`src/rtl/idma_resi_raddr_mc_gen.sv`:
```
`default_nettype none
// ============================================================================
// Module   : idma_resi_raddr_mc_gen
// Brief    : Multi-channel residual read-address generator. Issues one read
//            address per enabled channel per loop, in ascending channel
//            order. Each channel has its own base and stride. Supports a
//            channel mask, last/done signalling and abort.
// Revision : 1.0  initial multi-channel release
// ============================================================================
module idma_resi_raddr_mc_gen #(
    parameter int  CH_NUM = 4,
    parameter int  AW     = 32,
    parameter int  GW     = 16,
    parameter int  LW     = 16,
    localparam int CW     = $clog2(CH_NUM)
) (
    input  logic                 cclk,
    input  logic                 rst_n,
    input  logic                 cfg_start,
    input  logic                 cfg_abort,
    input  logic [CH_NUM-1:0]    cfg_ch_en,
    input  logic [CH_NUM*AW-1:0] cfg_base,
    input  logic [CH_NUM*GW-1:0] cfg_gap,
    input  logic [LW-1:0]        cfg_loop_num,
    input  logic                 afifo_full,
    output logic                 req_vld,
    output logic [AW-1:0]        req_addr,
    output logic [CW-1:0]        req_ch,
    output logic                 req_last,
    output logic                 busy,
    output logic                 done
);

    typedef enum logic [0:0] {
        S_IDLE = 1'b0,
        S_RUN  = 1'b1
    } state_t;

    state_t              r_state;
    logic [CH_NUM-1:0]   r_ch_en;
    logic [GW-1:0]       r_gap  [CH_NUM];
    logic [AW-1:0]       r_addr [CH_NUM];
    logic [LW-1:0]       r_loop_num;
    logic [LW-1:0]       r_loop_cnt;
    logic [CW-1:0]       r_cur_ch;
    logic                r_done;

    logic [AW-1:0]       w_base [CH_NUM];
    logic [GW-1:0]       w_gap  [CH_NUM];
    logic [CW-1:0]       w_hi_ch;
    logic [CW-1:0]       w_next_ch;
    logic                w_run;
    logic                w_at_hi;
    logic                w_last_loop;

    // Lowest set bit of a channel mask (0 when the mask is empty).
    function automatic logic [CW-1:0] f_lowest(input logic [CH_NUM-1:0] m);
        logic [CW-1:0] res;
        res = '0;
        for (int i = CH_NUM - 1; i >= 0; i--) begin
            if (m[i]) res = CW'(i);
        end
        return res;
    endfunction

    // Highest set bit of a channel mask (0 when the mask is empty).
    function automatic logic [CW-1:0] f_highest(input logic [CH_NUM-1:0] m);
        logic [CW-1:0] res;
        res = '0;
        for (int i = 0; i < CH_NUM; i++) begin
            if (m[i]) res = CW'(i);
        end
        return res;
    endfunction

    // Next enabled channel above cur, wrapping to the lowest enabled one.
    function automatic logic [CW-1:0] f_next(input logic [CH_NUM-1:0] m,
                                             input logic [CW-1:0]     cur);
        logic [CW-1:0] res;
        res = f_lowest(m);
        for (int i = CH_NUM - 1; i >= 0; i--) begin
            if (m[i] && (CW'(i) > cur)) res = CW'(i);
        end
        return res;
    endfunction

    // Split the flat configuration buses into per-channel views.
    generate
        for (genvar g = 0; g < CH_NUM; g++) begin : g_unpack
            assign w_base[g] = cfg_base[g*AW +: AW];
            assign w_gap[g]  = cfg_gap[g*GW +: GW];
        end
    endgenerate

    assign w_run       = (r_state == S_RUN);
    assign w_hi_ch     = f_highest(r_ch_en);
    assign w_next_ch   = f_next(r_ch_en, r_cur_ch);
    assign w_at_hi     = (r_cur_ch == w_hi_ch);
    assign w_last_loop = (r_loop_cnt == (r_loop_num - LW'(1)));

    // Request outputs are combinational from state and the two flow inputs.
    assign req_vld  = w_run & ~afifo_full & ~cfg_abort;
    assign req_addr = w_run ? r_addr[r_cur_ch] : '0;
    assign req_ch   = w_run ? r_cur_ch : '0;
    assign req_last = req_vld & w_last_loop & w_at_hi;
    assign busy     = w_run;
    assign done     = r_done;

    // Control FSM and per-channel address walk; abort overrides everything.
    always_ff @(posedge cclk or negedge rst_n) begin
        if (!rst_n) begin
            r_state    <= S_IDLE;
            r_ch_en    <= '0;
            r_loop_num <= '0;
            r_loop_cnt <= '0;
            r_cur_ch   <= '0;
            r_done     <= 1'b0;
            for (int i = 0; i < CH_NUM; i++) begin
                r_addr[i] <= '0;
                r_gap[i]  <= '0;
            end
        end else begin
            r_done <= 1'b0;
            if (cfg_abort) begin
                r_state    <= S_IDLE;
                r_loop_cnt <= '0;
                r_cur_ch   <= '0;
                for (int i = 0; i < CH_NUM; i++) begin
                    r_addr[i] <= '0;
                end
            end else begin
                case (r_state)
                    S_IDLE: begin
                        if (cfg_start) begin
                            if ((cfg_ch_en != '0) && (cfg_loop_num != '0)) begin
                                r_state    <= S_RUN;
                                r_ch_en    <= cfg_ch_en;
                                r_loop_num <= cfg_loop_num;
                                r_loop_cnt <= '0;
                                r_cur_ch   <= f_lowest(cfg_ch_en);
                                for (int i = 0; i < CH_NUM; i++) begin
                                    r_addr[i] <= w_base[i];
                                    r_gap[i]  <= w_gap[i];
                                end
                            end else begin
                                // Nothing to issue: finish immediately.
                                r_done <= 1'b1;
                            end
                        end
                    end
                    S_RUN: begin
                        if (req_vld) begin
                            r_addr[r_cur_ch] <= r_addr[r_cur_ch] + AW'(r_gap[r_cur_ch]);
                            r_cur_ch         <= w_next_ch;
                            if (w_at_hi) begin
                                r_loop_cnt <= r_loop_cnt + LW'(1);
                            end
                            if (req_last) begin
                                r_state <= S_IDLE;
                                r_done  <= 1'b1;
                            end
                        end
                    end
                    default: r_state <= S_IDLE;
                endcase
            end
        end
    end

endmodule
`default_nettype wire
```
`config.mk`:
```
export PLATFORM = sky130hd
export DESIGN_NAME = idma_resi_raddr_mc_gen
export DESIGN_NICKNAME = d
export VERILOG_FILES = /design/src/rtl/idma_resi_raddr_mc_gen.sv
export SDC_FILE = /design/constraint.sdc
export NUM_CORES = 1
export LEC_CHECK = 0
export CAP_MARGIN = 20
export CELL_PAD_IN_SITES_DETAIL_PLACEMENT = 2
export CELL_PAD_IN_SITES_GLOBAL_PLACEMENT = 2
export CORE_MARGIN = 3
export CORE_UTILIZATION = 34
export CTS_BUF_LIST = sky130_fd_sc_hd__clkbuf_8
export CTS_CLUSTER_DIAMETER = 50
export DETAILED_ROUTE_END_ITERATION = 16
export PLACE_DENSITY_LB_ADDON = 0.1
export SLEW_MARGIN = 10
export SYNTH_ARGS = -nofsm -noshare
export SYNTH_HDL_FRONTEND = slang
export SYNTH_SLANG_ARGS = --single-unit
```
`constraint.sdc`:
```
create_clock -name cclk -period 4.8 [get_ports cclk]
set_input_delay 1.2 -clock cclk [delete_from_list [all_inputs] [get_ports cclk]]
set_output_delay 1.2 -clock cclk [all_outputs]
set_load 0.02 [all_outputs]
```
==> impl_metrics.toml <==
[status]
status = "complete, no violations"

[worst_setup_path]
setup.worst_path.end_class = "output port"
worst-path-max-fanout = 8
reg2reg_from = "r_cur_ch[0]"
worstSetupStartpoint = "r_loop_num[0]"
path_class = "reg -> out"
start_kind = "flop"
ff2ff_setup_slack_ns = 0.67
cp.required_ns = 3.60
reg2reg_depth = 10
crit_family = "simple AND/OR/NAND/NOR gates"
cp.arrival_ns = 3.33
reg2reg_to = "r_addr[60]"
slowest_delay_ns = 0.53
worstPathCellList = "inv_1 > ha_2 > or4b_4 > nor4_2 > xnor2_1 > a2111o_1 > a2111oi_2 > and4_4 > clkbuf_2"
slowest_stage = "or4b_4"
worst-path-buf-inv = 2

[floorplanning]
num_io_pins = 255
die_h_um = 203
fp-row-count = 71
core_um2 = 38000
start_util_pct = 34.7
dieArea_um2 = 41300
fp.dieW_um = 203

[final_layout]
final.fill_count = 3992
area_growth_pct = 31.7
finalNonFillerCells = 2080
fin_nets = 1777
layout-drive-gt1-share_pct = 17.5

[synthesis]
post-synth-top-count-cell = "dfrtp_1"
netlist_instances = 1273
ys_async_sr_fraction_pct = 100
yosysSeqAreaShare_pct = 44.0
syn_area_per_cell_um2 = 10.4
syn_nets = 1509
yosys_most_used_dff = "dfrtp_1"
synth_commonest_cells = "dfrtp_1 (232), nor2_1 (117), a22oi_1 (101), o21ai_0 (88), mux2_2 (81)"
yosys-top-cells-area = "dfrtp_1 (44%), mux4_2 (8.2%), mux2_2 (6.9%), a22oi_1 (5.7%), o21ai_0 (3.3%)"
yosysTopAreaCell = "dfrtp_1"
netlist_area_um2 = 13200
synth_edf_count = 0
yosysTopAreaCellShare_pct = 44.0
ys_warn_count = 0
yosysUniqueCellTypes = 73
ys_ff_latch = 232

[global_route]
grt_antenna_before_repair = 4
grt_pass1_vias = 13347
overflow = 0
grtUsageMet1_pct = 33.0
use_met2_pct = 42.2
grt_usage_pct = 25.1
met3_usage_pct = 4.91
grt.busiest_layer = "met2"
grt_pass1_wl_um = 80400
grt_start_max_net_pins = 121

[clock_network]
cts_buffer_depth = 3
clkLatencyLatePin_ns = 0.61
cts_buffers = 46
cts.htree.levels = 2
numClockSinks = 232
holdBufCountCts = 0
clk_pin_slew_worst_paths_ns = 0.06
cts_tree = "done"
clockRootBuffer = "clkbuf_8"

[sta]
grt_setup_unrepaired = "no"
setup_ws_ns = 0.273
tightestPinTransition_ns = 1.14
drv_slew = 0
setup_tns_ns = 0
timing.final.crit_share_pct = 94.3
hold_violations = 0
setup_violations = 0
clock.fmax_mhz = 221
relSlewSlack_pct = 23.6
finalClockSkew_ns = 0.0151
post-route-min-period_ns = 4.53

[drt]
drt_wl_total_um = 51800
firstDrtPassIters = 4
vias = 11787
viasPerCell = 5.67
drt-wirelength-per-cell_um = 24.9
postRouteAntennaNets = 0
drtIter0Drc = 445
drc = 0

[placed_design]
io_buffers = 254
dp_slack_ns = -0.126
gp_congestion = 0.864
hpwl_um = 36900
dp_cells = 2003

[min_path]
holdPathEnd = "r_addr[71]"
min_path_type = "reg -> reg"
holdCritStartpoint = "r_addr[71]"
hold_depth = 2

[power_and_ir_drop]
cellLeakagePower_uw = 0.00693
ir_drop_v = 0.000205
p_per_area_nw_per_um2 = 374

[job]
maxCapViolCount = 0
## layout by cell type (no fill, tap or decap), types with 27 or more instances in the layout
cell type | synthesis | routed
clkbuf_8 | 0 | 58
o31ai_1 | 27 | 27
xor2_1 | 27 | 27
a22oi_1 | 101 | 101
o21ai_0 | 88 | 88
nand2_1 | 66 | 66
mux2_2 | 81 | 81
buf_4 | 1 | 46
clkdlybuf4s50_1 | 0 | 251
xnor2_1 | 31 | 31
mux4_2 | 48 | 48
a21oi_1 | 72 | 71
dfrtp_1 | 232 | 230
and2_1 | 31 | 31
inv_1 | 25 | 33
nor2_1 | 117 | 117
## per-stage QoR
stage	hold WS, ns	util (%)	power, uW	area (um2)
floorplan	0.443	-	3680	13200
global placement	0.460	43.4	4460	16500
detailed placement	0.466	43.4	4530	16500
CTS	0.482	45.7	6580	17400
global route	0.516	45.8	6910	17400
finish	0.478	45.8	6510	17400
## repair_timing
| item | CTS | global route |
|---|---|---|
| endpoints found under the setup margin | 8 | 3 |
| resized for setup | 6 | 2 |
| setup buffers | 0 | 1 |
## final cells by class
class	count	area (um2)	share of cell area, %
Clock inverter	16	76.3	0.439
Inverter	28	105	0.604
Tap cell	511	639	3.67
Clock buffer	58	798	4.59
Multi-Input combinational cell	927	6980	40.1
Antenna cell	2	5.00	0.0288
Sequential cell	232	5810	33.4
Timing Repair Buffer	306	2990	17.2
## report_power, final
| group | total (uW) | internal [uW] | switching, uW |
|---|---|---|---|
| clock | 1990 | 1070 | 917 |
| combinational | 2100 | 926 | 1170 |
| sequential | 2420 | 2220 | 204 |
## cells by family after synthesis
logic type,Yosys count,share of synthesized area (%)
buffers and inverters,114,3.48
and+or+nand+nor,315,11.5
adders and majority gates,19,1.86
DFF,232,44.0
muxes,130,15.2
AOI/OAI and AO/OA,405,20.2
xor gates and xnor gates,58,3.85
## how the worst max path moves through the flow
| stage | slack (ns) | endpoint | depth (start not counted) |
|---|---|---|---|
| after CTS | 0.04 | req_last | 9 |
| after global placement | -0.05 | req_last | 7 |
| after floorplan | 0.36 | r_addr[126] | 15 |
| after detailed placement | -0.13 | req_last | 7 |
| after global routing | 0.05 | req_last | 9 |
| final | 0.27 | req_last | 9 |
## registers in the layout, indices dropped and copies added, names as in the netlist
name / cells
r_loop_cnt: 16
r_gap: 64
r_ch_en: 4
r_addr: 128
r_cur_ch: 2
busy: 1
r_loop_num: 16
done: 1
## tightest hold or removal path, delay by kind of cell (launching register included)
family | cells | cell delay (ns)
simple gates | 1 | 0.05
flops | 1 | 0.34
compound gates | 1 | 0.05
## metal layers
layer / up-vias / wire length (um) / part of all wire, %
li1: 5327 / - / -
met1: 6081 / 22700 / 44
met2: 278 / 25000 / 48
met3: 95 / 2710 / 5.2
met4: 6 / 1330 / 2.6
met5: - / 34 / 0.066
(Power assumes the default switching activity.)
